==> config.mk <==
export PLATFORM = sky130hd
export DESIGN_NAME = axi_lite_master_ctrl_flat
export DESIGN_NICKNAME = d
export VERILOG_FILES = /design/src/rtl/axi_lite_pkg.sv /design/src/rtl/axi_lite_master_ctrl_if.sv /design/src/rtl/axi_lite_master_ctrl.sv /design/src/flat_wrapper.sv
export SDC_FILE = /design/constraint.sdc
export NUM_CORES = 1
export LEC_CHECK = 0
export CORE_ASPECT_RATIO = 0.6
export CORE_UTILIZATION = 44
export CTS_BUF_LIST = sky130_fd_sc_hd__clkbuf_8
export CTS_CLUSTER_DIAMETER = 40
export DETAILED_ROUTE_END_ITERATION = 8
export PLACE_DENSITY = 0.88
export SETUP_SLACK_MARGIN = 0.2
export SLEW_MARGIN = 25
export SYNTH_ARGS = -nofsm -noshare
export SYNTH_HDL_FRONTEND = slang
export SYNTH_SLANG_ARGS = --single-unit
==> constraint.sdc <==
create_clock -name axi_clk -period 3.1 [get_ports axi_clk]
set_input_delay 0.62 -clock axi_clk [delete_from_list [all_inputs] [get_ports axi_clk]]
set_output_delay 0.62 -clock axi_clk [all_outputs]
set_load 0.02 [all_outputs]
==> src/rtl/axi_lite_pkg.sv <==
// -----------------------------------------------------------------------------
// axi_lite_pkg
// Shared AXI4-Lite definitions for the AXI-Lite initiator and its peers:
//   AXI_PROT_WIDTH / AXI_RESP_WIDTH : fixed AXI4-Lite sideband widths
//   axi_resp_t                      : BRESP/RRESP encodings
//   mst_state_t                     : initiator transaction FSM states
// -----------------------------------------------------------------------------
package axi_lite_pkg;

    localparam int AXI_PROT_WIDTH = 3;
    localparam int AXI_RESP_WIDTH = 2;

    typedef enum logic [AXI_RESP_WIDTH-1:0] {
        OKAY   = 2'b00,
        EXOKAY = 2'b01,
        SLVERR = 2'b10,
        DECERR = 2'b11
    } axi_resp_t;

    typedef enum logic [2:0] {
        IDLE    = 3'd0,
        WR_REQ  = 3'd1,
        WR_RESP = 3'd2,
        RD_REQ  = 3'd3,
        RD_RESP = 3'd4,
        RSP     = 3'd5
    } mst_state_t;

endpackage

==> src/rtl/axi_lite_master_ctrl_if.sv <==
// -----------------------------------------------------------------------------
// axi_lite_master_ctrl_if
// AXI4-Lite bus bundle (AW, W, B, AR, R channels).
//   modport master : initiator side (drives addresses, data, valids, b/r ready)
//   modport slave  : target side (drives readies, responses, read data)
// Parameters: AXI_DATA_WIDTH (32 or 64), AXI_ADDR_WIDTH.
// -----------------------------------------------------------------------------
interface axi_lite_master_ctrl_if #(
    parameter int AXI_DATA_WIDTH = 32,
    parameter int AXI_ADDR_WIDTH = 4
);
    import axi_lite_pkg::*;

    // write address channel
    logic [AXI_ADDR_WIDTH-1:0]   awaddr;
    logic [AXI_PROT_WIDTH-1:0]   awprot;
    logic                        awvalid;
    logic                        awready;
    // write data channel
    logic [AXI_DATA_WIDTH-1:0]   wdata;
    logic [AXI_DATA_WIDTH/8-1:0] wstrb;
    logic                        wvalid;
    logic                        wready;
    // write response channel
    logic [AXI_RESP_WIDTH-1:0]   bresp;
    logic                        bvalid;
    logic                        bready;
    // read address channel
    logic [AXI_ADDR_WIDTH-1:0]   araddr;
    logic [AXI_PROT_WIDTH-1:0]   arprot;
    logic                        arvalid;
    logic                        arready;
    // read data channel
    logic [AXI_DATA_WIDTH-1:0]   rdata;
    logic [AXI_RESP_WIDTH-1:0]   rresp;
    logic                        rvalid;
    logic                        rready;

    modport master (
        output awaddr, awprot, awvalid, wdata, wstrb, wvalid, bready,
               araddr, arprot, arvalid, rready,
        input  awready, wready, bresp, bvalid, arready, rdata, rresp, rvalid
    );

    modport slave (
        input  awaddr, awprot, awvalid, wdata, wstrb, wvalid, bready,
               araddr, arprot, arvalid, rready,
        output awready, wready, bresp, bvalid, arready, rdata, rresp, rvalid
    );

endinterface

==> src/rtl/axi_lite_master_ctrl.sv <==
// -----------------------------------------------------------------------------
// axi_lite_master_ctrl
// AXI4-Lite initiator: converts single-beat commands on a valid/ready command
// port into one AXI4-Lite read or write, then returns the data/response on a
// valid/ready response port. One transaction outstanding at a time.
//
// Ports:
//   axi_clk, axi_s_rst_n        clock, asynchronous active-low reset
//   cmd_valid/cmd_ready         command handshake (cmd_ready high only in IDLE)
//   cmd_we/addr/wdata/wstrb     command payload (wdata/wstrb unused for reads)
//   rsp_valid/rsp_ready         response handshake
//   rsp_we/rsp_rdata/rsp_resp   echo of direction, read data (0 on writes), resp
//   err_cnt                     saturating count of non-OKAY responses
//   m_axi                       AXI4-Lite master bus
// -----------------------------------------------------------------------------
module axi_lite_master_ctrl
    import axi_lite_pkg::*;
#(
    parameter int AXI_DATA_WIDTH = 32,
    parameter int AXI_ADDR_WIDTH = 4,
    parameter int ERR_CNT_WIDTH  = 8
) (
    input  logic                        axi_clk,
    input  logic                        axi_s_rst_n,

    input  logic                        cmd_valid,
    output logic                        cmd_ready,
    input  logic                        cmd_we,
    input  logic [AXI_ADDR_WIDTH-1:0]   cmd_addr,
    input  logic [AXI_DATA_WIDTH-1:0]   cmd_wdata,
    input  logic [AXI_DATA_WIDTH/8-1:0] cmd_wstrb,

    output logic                        rsp_valid,
    input  logic                        rsp_ready,
    output logic                        rsp_we,
    output logic [AXI_DATA_WIDTH-1:0]   rsp_rdata,
    output logic [AXI_RESP_WIDTH-1:0]   rsp_resp,

    output logic [ERR_CNT_WIDTH-1:0]    err_cnt,

    axi_lite_master_ctrl_if.master      m_axi
);

    localparam int STRB_WIDTH = AXI_DATA_WIDTH / 8;

    function automatic logic [ERR_CNT_WIDTH-1:0] sat_inc(input logic [ERR_CNT_WIDTH-1:0] v);
        return (&v) ? v : v + {{(ERR_CNT_WIDTH-1){1'b0}}, 1'b1};
    endfunction

    mst_state_t                  state_q, state_d;
    logic [AXI_ADDR_WIDTH-1:0]   addr_q;
    logic [AXI_DATA_WIDTH-1:0]   wdata_q;
    logic [STRB_WIDTH-1:0]       wstrb_q;
    logic                        we_q;
    logic                        aw_done_q;
    logic                        w_done_q;
    logic [AXI_DATA_WIDTH-1:0]   rdata_q;
    logic [AXI_RESP_WIDTH-1:0]   resp_q;
    logic [ERR_CNT_WIDTH-1:0]    err_cnt_q;

    logic aw_valid, w_valid, b_ready, ar_valid, r_ready, rsp_vld;
    logic cmd_hs, aw_hs, w_hs, b_hs, r_hs;
    logic [AXI_RESP_WIDTH-1:0] cap_resp;

    assign cmd_hs   = cmd_valid && cmd_ready;
    assign aw_hs    = aw_valid && m_axi.awready;
    assign w_hs     = w_valid && m_axi.wready;
    assign b_hs     = b_ready && m_axi.bvalid;
    assign r_hs     = r_ready && m_axi.rvalid;
    assign cap_resp = b_hs ? m_axi.bresp : m_axi.rresp;

    // state register
    always_ff @(posedge axi_clk or negedge axi_s_rst_n) begin
        if (!axi_s_rst_n) begin
            state_q <= IDLE;
        end else begin
            state_q <= state_d;
        end
    end

    // next state and handshake outputs; every valid/ready is a pure function
    // of registered state, so nothing here depends combinationally on inputs
    // except the state transition itself
    always_comb begin
        state_d   = state_q;
        cmd_ready = 1'b0;
        aw_valid  = 1'b0;
        w_valid   = 1'b0;
        b_ready   = 1'b0;
        ar_valid  = 1'b0;
        r_ready   = 1'b0;
        rsp_vld   = 1'b0;
        case (state_q)
            IDLE: begin
                cmd_ready = 1'b1;
                if (cmd_valid) state_d = cmd_we ? WR_REQ : RD_REQ;
            end
            WR_REQ: begin
                // AW and W retire independently; leave once both have gone
                aw_valid = !aw_done_q;
                w_valid  = !w_done_q;
                if ((aw_done_q || m_axi.awready) && (w_done_q || m_axi.wready))
                    state_d = WR_RESP;
            end
            WR_RESP: begin
                b_ready = 1'b1;
                if (m_axi.bvalid) state_d = RSP;
            end
            RD_REQ: begin
                ar_valid = 1'b1;
                if (m_axi.arready) state_d = RD_RESP;
            end
            RD_RESP: begin
                r_ready = 1'b1;
                if (m_axi.rvalid) state_d = RSP;
            end
            RSP: begin
                rsp_vld = 1'b1;
                if (rsp_ready) state_d = IDLE;
            end
            default: state_d = IDLE;
        endcase
    end

    // command latch, per-channel done flags, response capture, error count
    always_ff @(posedge axi_clk or negedge axi_s_rst_n) begin
        if (!axi_s_rst_n) begin
            addr_q    <= '0;
            wdata_q   <= '0;
            wstrb_q   <= '0;
            we_q      <= 1'b0;
            aw_done_q <= 1'b0;
            w_done_q  <= 1'b0;
            rdata_q   <= '0;
            resp_q    <= '0;
            err_cnt_q <= '0;
        end else begin
            if (cmd_hs) begin
                addr_q    <= cmd_addr;
                wdata_q   <= cmd_wdata;
                wstrb_q   <= cmd_wstrb;
                we_q      <= cmd_we;
                aw_done_q <= 1'b0;
                w_done_q  <= 1'b0;
            end else begin
                if (aw_hs) aw_done_q <= 1'b1;
                if (w_hs)  w_done_q  <= 1'b1;
            end
            if (b_hs) begin
                resp_q  <= m_axi.bresp;
                rdata_q <= '0;
            end else if (r_hs) begin
                resp_q  <= m_axi.rresp;
                rdata_q <= m_axi.rdata;
            end
            if ((b_hs || r_hs) && (cap_resp != OKAY))
                err_cnt_q <= sat_inc(err_cnt_q);
        end
    end

    assign m_axi.awaddr  = addr_q;
    assign m_axi.awprot  = '0;
    assign m_axi.awvalid = aw_valid;
    assign m_axi.wdata   = wdata_q;
    assign m_axi.wstrb   = wstrb_q;
    assign m_axi.wvalid  = w_valid;
    assign m_axi.bready  = b_ready;
    assign m_axi.araddr  = addr_q;
    assign m_axi.arprot  = '0;
    assign m_axi.arvalid = ar_valid;
    assign m_axi.rready  = r_ready;

    assign rsp_valid = rsp_vld;
    assign rsp_we    = we_q;
    assign rsp_rdata = rdata_q;
    assign rsp_resp  = resp_q;
    assign err_cnt   = err_cnt_q;

endmodule

==> src/flat_wrapper.sv <==
// flat-port wrapper written by rule: the top's interface ports become plain ports
module axi_lite_master_ctrl_flat import axi_lite_pkg::*;
#(
    parameter int AXI_DATA_WIDTH = 32,
    parameter int AXI_ADDR_WIDTH = 4,
    parameter int ERR_CNT_WIDTH  = 8
)
  (axi_clk, axi_s_rst_n, cmd_valid, cmd_ready, cmd_we, cmd_addr, cmd_wdata, cmd_wstrb, rsp_valid, rsp_ready, rsp_we, rsp_rdata, rsp_resp, err_cnt, m_axi_awaddr, m_axi_awprot, m_axi_awvalid, m_axi_wdata, m_axi_wstrb, m_axi_wvalid, m_axi_bready, m_axi_araddr, m_axi_arprot, m_axi_arvalid, m_axi_rready, m_axi_awready, m_axi_wready, m_axi_bresp, m_axi_bvalid, m_axi_arready, m_axi_rdata, m_axi_rresp, m_axi_rvalid);
  axi_lite_master_ctrl_if #(.AXI_DATA_WIDTH(AXI_DATA_WIDTH), .AXI_ADDR_WIDTH(AXI_ADDR_WIDTH)) m_axi_i ();
  input  logic axi_clk;
  input  logic axi_s_rst_n;
  input  logic cmd_valid;
  output logic cmd_ready;
  input  logic cmd_we;
  input  logic [AXI_ADDR_WIDTH-1:0] cmd_addr;
  input  logic [AXI_DATA_WIDTH-1:0] cmd_wdata;
  input  logic [AXI_DATA_WIDTH/8-1:0] cmd_wstrb;
  output logic rsp_valid;
  input  logic rsp_ready;
  output logic rsp_we;
  output logic [AXI_DATA_WIDTH-1:0] rsp_rdata;
  output logic [AXI_RESP_WIDTH-1:0] rsp_resp;
  output logic [ERR_CNT_WIDTH-1:0] err_cnt;
  output wire logic [$bits(m_axi_i.awaddr)-1:0] m_axi_awaddr;
  output wire logic [$bits(m_axi_i.awprot)-1:0] m_axi_awprot;
  output wire logic [$bits(m_axi_i.awvalid)-1:0] m_axi_awvalid;
  output wire logic [$bits(m_axi_i.wdata)-1:0] m_axi_wdata;
  output wire logic [$bits(m_axi_i.wstrb)-1:0] m_axi_wstrb;
  output wire logic [$bits(m_axi_i.wvalid)-1:0] m_axi_wvalid;
  output wire logic [$bits(m_axi_i.bready)-1:0] m_axi_bready;
  output wire logic [$bits(m_axi_i.araddr)-1:0] m_axi_araddr;
  output wire logic [$bits(m_axi_i.arprot)-1:0] m_axi_arprot;
  output wire logic [$bits(m_axi_i.arvalid)-1:0] m_axi_arvalid;
  output wire logic [$bits(m_axi_i.rready)-1:0] m_axi_rready;
  input wire logic [$bits(m_axi_i.awready)-1:0] m_axi_awready;
  input wire logic [$bits(m_axi_i.wready)-1:0] m_axi_wready;
  input wire logic [$bits(m_axi_i.bresp)-1:0] m_axi_bresp;
  input wire logic [$bits(m_axi_i.bvalid)-1:0] m_axi_bvalid;
  input wire logic [$bits(m_axi_i.arready)-1:0] m_axi_arready;
  input wire logic [$bits(m_axi_i.rdata)-1:0] m_axi_rdata;
  input wire logic [$bits(m_axi_i.rresp)-1:0] m_axi_rresp;
  input wire logic [$bits(m_axi_i.rvalid)-1:0] m_axi_rvalid;
  assign m_axi_awaddr = m_axi_i.awaddr;
  assign m_axi_awprot = m_axi_i.awprot;
  assign m_axi_awvalid = m_axi_i.awvalid;
  assign m_axi_wdata = m_axi_i.wdata;
  assign m_axi_wstrb = m_axi_i.wstrb;
  assign m_axi_wvalid = m_axi_i.wvalid;
  assign m_axi_bready = m_axi_i.bready;
  assign m_axi_araddr = m_axi_i.araddr;
  assign m_axi_arprot = m_axi_i.arprot;
  assign m_axi_arvalid = m_axi_i.arvalid;
  assign m_axi_rready = m_axi_i.rready;
  assign m_axi_i.awready = m_axi_awready;
  assign m_axi_i.wready = m_axi_wready;
  assign m_axi_i.bresp = m_axi_bresp;
  assign m_axi_i.bvalid = m_axi_bvalid;
  assign m_axi_i.arready = m_axi_arready;
  assign m_axi_i.rdata = m_axi_rdata;
  assign m_axi_i.rresp = m_axi_rresp;
  assign m_axi_i.rvalid = m_axi_rvalid;
  axi_lite_master_ctrl #(.AXI_DATA_WIDTH(AXI_DATA_WIDTH), .AXI_ADDR_WIDTH(AXI_ADDR_WIDTH), .ERR_CNT_WIDTH(ERR_CNT_WIDTH)) u_core (.axi_clk(axi_clk), .axi_s_rst_n(axi_s_rst_n), .cmd_valid(cmd_valid), .cmd_ready(cmd_ready), .cmd_we(cmd_we), .cmd_addr(cmd_addr), .cmd_wdata(cmd_wdata), .cmd_wstrb(cmd_wstrb), .rsp_valid(rsp_valid), .rsp_ready(rsp_ready), .rsp_we(rsp_we), .rsp_rdata(rsp_rdata), .rsp_resp(rsp_resp), .err_cnt(err_cnt), .m_axi(m_axi_i));
endmodule
== After elaboration in Yosys (flattened, before gate mapping) ==
Index checks and enable logic that the tools add are counted.
Widths: inputs -> output; s select.

* Output and inout port bits: 100
* Bits in registers: 88
* Input port bits: 86
* Logic and storage cells: 67

* $add $sub $neg: 1
* Reduce and logical (&&, ||, !) cells: 20
* Multiplexer cells: 24
* Equal/unequal tests: 11
* Bitwise operators: 1

{| class="wikitable"
|+ Operators with widths
! operator !! count
|-
| $mux 32 || 2
|-
| $mux 3 || 6
|-
| $pmux 3 s6 || 1
|-
| $mux 1 || 11
|-
| $ne 2x2->1 const B || 5
|-
| $add 8x1->8 const B || 1
|-
| $mux 2 || 4
|-
| $reduce_and 8->1 || 1
|-
| $reduce_bool 2->1 || 4
|-
| $logic_and 1x1->1 || 7
|-
| $eq 3x2->1 const B || 2
|-
| $eq 3x3->1 const B || 2
|-
| $reduce_and 6->1 || 1
|-
| $eq 3x1->1 const B || 1
|-
| $logic_not 3->1 || 1
|-
| $logic_or 1x1->1 || 3
|-
| $logic_not 1->1 || 2
|-
| $ne 2x1->1 const B || 1
|-
| $reduce_and 2->1 || 1
|-
| $not 1->1 || 1
|}

== Depth between registers and ports, before layout ==
* Word-level depth: 7
* Depth in mapped cells: 6
* Mapped depth without buffers: 5

== Least setup slack after synthesis ==
OpenSTA, ideal clock, no wires.

* Path type: register to register
* Start: register u_core.state_q[0]
* End: register u_core.addr_q[3], in the netlist u_core.m_axi.araddr[3]
* Period minus slack after synthesis: 1995 ps
* Slack: 1105 ps
* Buffers on the path: 3
* Stages on the path, launching flop included: 7
* Library setup time: 125 ps
* Data required time: 2975 ps
* Data arrival time: 1870 ps
* Cells stage by stage: dfrtp_1 -> buf_2 -> nor3_1 -> and2_1 -> buf_2 -> buf_4 -> mux2_2

* Cells in the longest elaborated chain, start to end: 3

{| class="wikitable"
|+ RTL lines
! what !! line !! text
|-
| start: declaration || axi_lite_master_ctrl.sv:50 || <nowiki>mst_state_t state_q, state_d;</nowiki>
|-
| start signal: assignment || axi_lite_master_ctrl.sv:77 || <nowiki>state_q <= state_d;</nowiki>
|-
| $logic_not 3->1 || axi_lite_master_ctrl.sv:93 || <nowiki>case (state_q)</nowiki>
|-
| $mux 1 || axi_lite_master_ctrl.sv:93 ||
|-
| net cmd_ready || flat_wrapper.sv:13 || <nowiki>output logic cmd_ready;</nowiki>
|-
| $logic_and 1x1->1 || axi_lite_master_ctrl.sv:65 || <nowiki>assign cmd_hs = cmd_valid && cmd_ready;</nowiki>
|-
| end signal: assignment || axi_lite_master_ctrl.sv:139 || <nowiki>addr_q <= cmd_addr;</nowiki>
|-
| end: declaration || axi_lite_master_ctrl.sv:51 || <nowiki>logic [AXI_ADDR_WIDTH-1:0] addr_q;</nowiki>
|}

The timed path passes the listed nets, and every way through them passes these cells.
A chain may end at the register's enable or synchronous reset.

== Final worst setup path ==
* Start: register u_core.state_q[1]
* End: output m_axi_wvalid

* Cells in the longest elaborated chain, start to end: 2

{| class="wikitable"
|+ RTL lines
! what !! line !! text
|-
| $eq 3x1->1 || axi_lite_master_ctrl.sv:93 ||
|-
| $mux 1 || axi_lite_master_ctrl.sv:93 ||
|-
| end: declaration || flat_wrapper.sv:29 || <nowiki>output wire logic [$bits(m_axi_i.wvalid)-1:0] m_axi_wvalid;</nowiki>
|}

No other way between the ends.

==> results_dict.tcl <==
set metrics [dict create \
    design_area_um2 5650 \
    outcome "completed" \
    cts.sink_count 88 \
    track_usage_pct 22.19 \
    post_detailed_route_wirelength_per_cell_um 16.61 \
    route.vias.total 2794 \
    hpwlAfterDp_um 6558 \
    timing.rr.start "u_core.state_q[0]" \
    rr_worst_depth 4 \
    clk_pin_slew_worst_paths_ps 80 \
    max_slew_margin_pct 42.12 \
    setup.reg_to_reg.worst_slack_ps 1100 \
    max_freq_mhz 380.0 \
    yosys_register_bits 88 \
    power.density_nw_per_um2 1027 \
    ctsRootBufferMaster "clkbuf_8" \
    critical_path_peak_fanout 8 \
    hold_buffers 0 \
    antenna_left 0 \
    reg2reg_to "u_core.rsp_rdata[10]" \
    count_of_buffers_inserted_at_the_top_level_ports 179 \
    mappedNetlistArea_um2 3612 \
    fin_hold_ws_ps 334.7 \
    first_global_vias 2718 \
    unrepaired_setup_endpoints_after_global_routing "no" \
    ys.warnings.count 0 \
    holdCritPathClass "input pin to asynchronous set/reset pin" \
    floorplan_core_area_um2 7914 \
    crit_start_category "flop" \
    pin_count 186 \
    cts_repair_resize_count 0 \
    post-route-drc-count 0 \
    totalNegativeSetupSlack_ps 0 \
    grt_remaining_overflow 0 \
    critical-path-slowest-cell "clkdlybuf4s50_1" \
    tritoncts "built" \
    numCtsBuffers 9 \
    critical_path.most_common_cell "nor2_1" \
    max_slew.worst_pin.slew_ps 868.2 \
    grt_max_degree 89 \
    clk_buf_depth 2 \
    antenna_found_initial 0 \
    layout_min_cycle_time_ps 2632 \
    timing_worst_setup_path_type "flop to output port" \
    die_area_um2 8588 \
    initialDrtViolationCount 171 \
    cts_setup_buffers 0 \
    syn_to_final_growth_pct 56.43 \
    crit_arrival_ps 2010 \
    finish.net_count 526 \
    detailedRoute.firstPassIterationCount 4 \
    placedCellCount 536 \
    worst_skew_late_latency_ps 350 \
    grt_first_pass_wirelength_um 14470 \
    start_util_pct 45.64 \
    synth-seq-area-share_pct 60.96 \
    finalClockSkew_ps 3.015 \
    finalWeightedCongestion 0.7811 \
    postPlaceCellArea_um2 5431 \
    slew_viol_final 0 \
    via_density_per_instance 5.071 \
    cpPeakStageDelay_ps 630 \
    die_h_um 72.19 \
    htreeDepth 3 \
    post_route_cells_drive_above_1_share_pct 14.67 \
    cpLargestDelayFamily "buffers and inverters" \
    totalPowerFinal_mw 5.805 \
    ir_drop_mv 0.5775 \
    layout.cells.non_filler 551 \
    min_period_over_period_pct 84.89 \
    setup.worst_path.end_class "output port" \
    dp_slack_ps 636.3 \
    route.final.wire_length_um 9150 \
    die_width_um 119.0 \
    setup_slack_of_the_critical_path_after_layout_ps 468.4 \
    average_cell_area_after_synthesis_um2 13.58 \
    setup-violations-final 0 \
    finalHoldViolations 0 \
    postLayoutCoreUtil_pct 71.40 \
    static-leakage-power_nw 2.432 \
    critical_path_buf_inv_count 1 \
    crit_chain "nor2_1 > nand2_1 > nor2_1 > clkdlybuf4s50_1" \
    drv_cap 0 \
    diodes 0 \
    layout.cells.most_common_list "clkdlybuf4s50_1, dfrtp_1, mux2_2" \
    most_frequent_standard_cell_in_the_layout_excluding_fill_and_tap_cells "clkdlybuf4s50_1" \
    post_synth_num_cell_types 38 \
    syn-instance-count 266 \
    cp_data_required_time_ps 2480 \
    placement_rows 25 \
]
-- state kept, by name, summed over array words and instances (netlist names) --
signal               cells
u_core.aw_done_q         1
u_core.err_cnt           8
u_core.m_axi.araddr      4
u_core.m_axi.wdata      32
u_core.m_axi.wstrb       4
u_core.rsp_rdata        32
u_core.rsp_resp          2
u_core.rsp_we            1
u_core.state_q           3
u_core.w_done_q          1
-- report_power, final --
part / total (mW) / leakage, nW / switching [mW] / internal, mW
Sequential: 2.01 / 1.10 / 0.343 / 1.66
Clock: 0.865 / 0.108 / 0.394 / 0.471
Combinational: 2.93 / 1.22 / 1.39 / 1.55
Total: 5.80 / 2.43 / 2.12 / 3.68
-- cell usage after synthesis (all sizes together) --
library cell,count,area (µm²)
o22ai,3,18.77
nand4,1,6.260
a222oi,2,20.02
o21bai,1,7.510
nand3,3,15.01
or2b,1,7.510
nand3b,2,27.53
conb,1,3.750
clkbuf,5,18.77
mux2,43,484.2
a41oi,1,8.760
nor2,17,63.81
o21a,1,7.510
xor2,4,35.03
ha,1,12.51
a21o,1,7.510
a21oi,8,40.04
a22o,32,280.3
nor2b,3,18.77
dfrtp,88,2202
nand2,6,22.52
a211oi,1,7.510
and2,1,6.260
nor4,2,12.51
a31oi,3,25.02
nor3,1,5.000
mux2i,2,20.02
o32ai,1,16.27
o32a,1,22.52
nand2b,1,6.260
buf,21,142.6
o21ai,2,10.01
inv,5,18.77
nand4bb,1,11.26
-- how the worst max path moves through the flow --
| stage | start | depth (start not counted) | slack [ps] | endpoint |
|---|---|---|---|---|
| final | u_core.state_q[1] | 4 | 470 | m_axi_wvalid |
| after global placement | m_axi_bvalid | 5 | 710 | u_core.rsp_rdata[15] |
| after global routing | u_core.state_q[1] | 4 | 270 | m_axi_awvalid |
| after floorplan | u_core.state_q[0] | 6 | 1110 | u_core.m_axi.araddr[3] |
| after detailed placement | m_axi_bvalid | 5 | 640 | u_core.rsp_rdata[10] |
| after CTS | u_core.state_q[1] | 4 | 440 | m_axi_awvalid |
-- routing by layer --
| layer | wire length [µm] | track usage (%) | vias up |
|---|---|---|---|
| met1 | 4097 | 30.02 | 1382 |
| met5 | 0 | 0 | - |
| met4 | 87 | 6.329 | 0 |
| met3 | 584 | 6.997 | 9 |
| li1 | - | - | 1297 |
| met2 | 4381 | 34.83 | 106 |
-- kinds of logic after synthesis --
logic type / after synthesis / share of synthesized area (%)
DFF: 88 / 60.96
buffers and inverters: 31 / 4.988
other: 1 / 0.1038
AOI/OAI and AO/OA: 57 / 13.06
muxes: 45 / 13.96
and+or+nand+nor: 39 / 5.612
adders and majority gates: 1 / 0.3463
xor gates and xnor gates: 4 / 0.9698
-- layout make-up --
class,count,area (µm²)
fillers,564,2263
clock inverters,5,81.33
well taps,108,135.1
multi-input cells,152,1252
inverters,5,18.77
flip-flops and latches,88,2202
clock buffers,10,137.6
repair buffers,183,1823
Power figures use the tool's default switching activity.
==> edit (same settings) <==
Encoding of `mst_state_t`: now one-hot (6 bits for 6 states).
--- a/src/rtl/axi_lite_pkg.sv
+++ b/src/rtl/axi_lite_pkg.sv
@@ -19,9 +19,9 @@
 
-    typedef enum logic [2:0] {
-        IDLE    = 3'd0,
-        WR_REQ  = 3'd1,
-        WR_RESP = 3'd2,
-        RD_REQ  = 3'd3,
-        RD_RESP = 3'd4,
-        RSP     = 3'd5
+    typedef enum logic [5:0] {
+        IDLE    = 6'b000001,
+        WR_REQ  = 6'b000010,
+        WR_RESP = 6'b000100,
+        RD_REQ  = 6'b001000,
+        RD_RESP = 6'b010000,
+        RSP     = 6'b100000
     } mst_state_t;
Check against the original RTL: same outputs for any inputs over 10 cycles, from zero or initial values and one cycle with axi_s_rst_n low; not proved beyond that.
==> edit against the original RTL <==
Via count is 14% higher. Total power is 2.0% higher. Final area is 3.1% higher. Routed wire length is 8.1% higher. Sequential cell count is 3 higher. Worst setup slack worse by 150 ps. Area after synthesis is 4.2% higher. Critical path type unchanged. Critical endpoint is now cmd_ready.
==> edit: results (changes against the original RTL) <==
Outcome -> finished, final reports clean
CP peak stage delay -> 620 ps
Largest net degree at the start of global routing -> 92 (+3.4%)
Met1 Use GR -> 0.276 (-0.0241)
Seq/total area -> 0.391 (+0.00147)
Final Util -> 0.722 (+0.00771)
M1 wire length -> 4250 um (+3.6%)
WL met2 -> 4570 um (+4.3%)
Final clock-cell share -> 0.0417 (+0.00292)
Worst r2r path cells -> 5 (+1)
#MultiIn Comb -> 242 (+59%)
Synth area leaders -> dfrtp_1 (60%), nand2_1 (14%), a22o_1 (7.4%), buf_4 (2.2%), nor2_1 (1.2%)
DR WL/cell -> 15.3 um (-7.7%)
Vias in the first global route -> 3055 (+12%)
DR top layer -> met4
Post-detail-place hpwl -> 7030 um (+7.2%)
Sw Pwr -> 2.23 mW (+5.0%)
Initial antenna violation count -> 0 (unchanged)
Top cells by count, synth -> nand2_1 (136), dfrtp_1 (90), a22o_1 (32)
First-pass GRT wire length -> 15100 um (+4.4%)
Non-clk buf share -> 0.313 (-0.00920)
Inverters -> 5 (unchanged)
CP arrival -> 2160 ps (+150 ps)
CTS root buf -> clkbuf_8
Post-synthesis sequential area ratio -> 0.606 (-0.00404)
GRT met3 Usage -> 0.103 (+0.0333)
Post-Place Cells -> 629 (+17%)
Worst VDD drop -> 0.493 mV (-15%)
Fin nets -> 619 (+18%)
Netlist cell types -> 49 (+29%)
Cells after synthesis -> 359 (+35%)
Share of cells above drive strength 1 -> 0.0689 (-0.0778)
Place WS -> 448 ps (-189 ps)
Clk_lat worst skew -> 360 ps
Slowest CP cell -> clkdlybuf4s50_1
Gpl congestion -> 0.926 (+18%)
Yosys warnings -> 0 (unchanged)
Leakage -> 2.80 nW (+15%)
DR vias/cell -> 4.92 (-3.0%)
Clock buf count -> 10 (unchanged)
Iter 0 DRT Violations -> 155 (-9.4%)
CTS buffer count -> 9 (unchanged)
First-pass iteration count of the detailed router -> 4 (unchanged)
Crit path max fanout -> 6 (-2)
Fill cell count -> 608 (+7.8%)
Htree depth -> 3 (unchanged)
Slew @ Worst Pin -> 926 ps (+58.2 ps)
Post-Syn Area per Cell -> 10.5 um2 (-23%)
GRT Overall Usage -> 0.225 (+0.00345)
Placed inst area -> 0.00557 mm2 (+2.5%)
Final cell count without fillers -> 645 (+17%)
DR WL met3 -> 963 um (+65%)
CTS sink count -> 91 (+3.4%)
Multi-input combinational area share -> 0.227 (+0.00563)
Input/output buffers -> 179 (unchanged)
Met2 Track Usage GR -> 0.354 (+0.00589)
Plain + repair buffers -> 183 (unchanged)
Clock Skew -> 8.69 ps (+5.67 ps)
edit: changes by cell type in the layout (fill, tap and decap cells not counted), sizes merged, moves of 3 or more:
cell	unedited run	this run
clkdlybuf4s50	178	174
mux2	43	3
nand2	6	137
nor2	17	12
nor3	1	4
nor3b	0	3
or2	0	3
or4	0	3
or4b	0	3
xor2	4	1
edit: kinds of logic (layout without fill, tap and decap cells):
kind of cell | count (synthesis) | in the layout | share of synthesized area
AOI/OAI and AO/OA | 51 | 51 | 0.110
xor gates and xnor gates | 3 | 3 | 0.00698
and+or+nand+nor | 178 | 178 | 0.212
buffers and inverters | 31 | 204 | 0.0505
adders and majority gates | 1 | 1 | 0.00333
muxes | 3 | 3 | 0.00998
DFF | 91 | 91 | 0.606
other | 1 | 6 | 0.000997
edit: power groups by stage:
| stage | clock [mW] | combinational [mW] | sequential, mW |
|---|---|---|---|
| after floorplan | 0 | 0.944 | 2.63 |
| after global placement | 0 | 2.90 | 2.03 |
| after detailed placement | 0 | 2.95 | 2.05 |
| after CTS | 0.975 | 2.97 | 2.04 |
| after global routing | 1.04 | 3.16 | 2.11 |
| final | 0.943 | 2.94 | 2.04 |
edit: what timing repair did:
action / CTS / global route
resized for setup: 3 / 3
hold buffers: 0 / 0
endpoints found under the setup margin: 4 / 5
edit: worst paths after layout:
check | startpoint | slack, ps | endpoint
setup / recovery | u_core.state_q[4] | 320 | cmd_ready
hold / removal | axi_s_rst_n | 340 | u_core.rsp_rdata[8]
setup reg to reg | u_core.state_q[4] | 930 | u_core.err_cnt[5]
hold reg to reg | u_core.m_axi.wdata[4] | 480 | u_core.m_axi.wdata[4]
max in group asynchronous | axi_s_rst_n | 2240 | u_core.rsp_resp[0]
min in group axi_clk | u_core.m_axi.wdata[4] | 480 | u_core.m_axi.wdata[4]
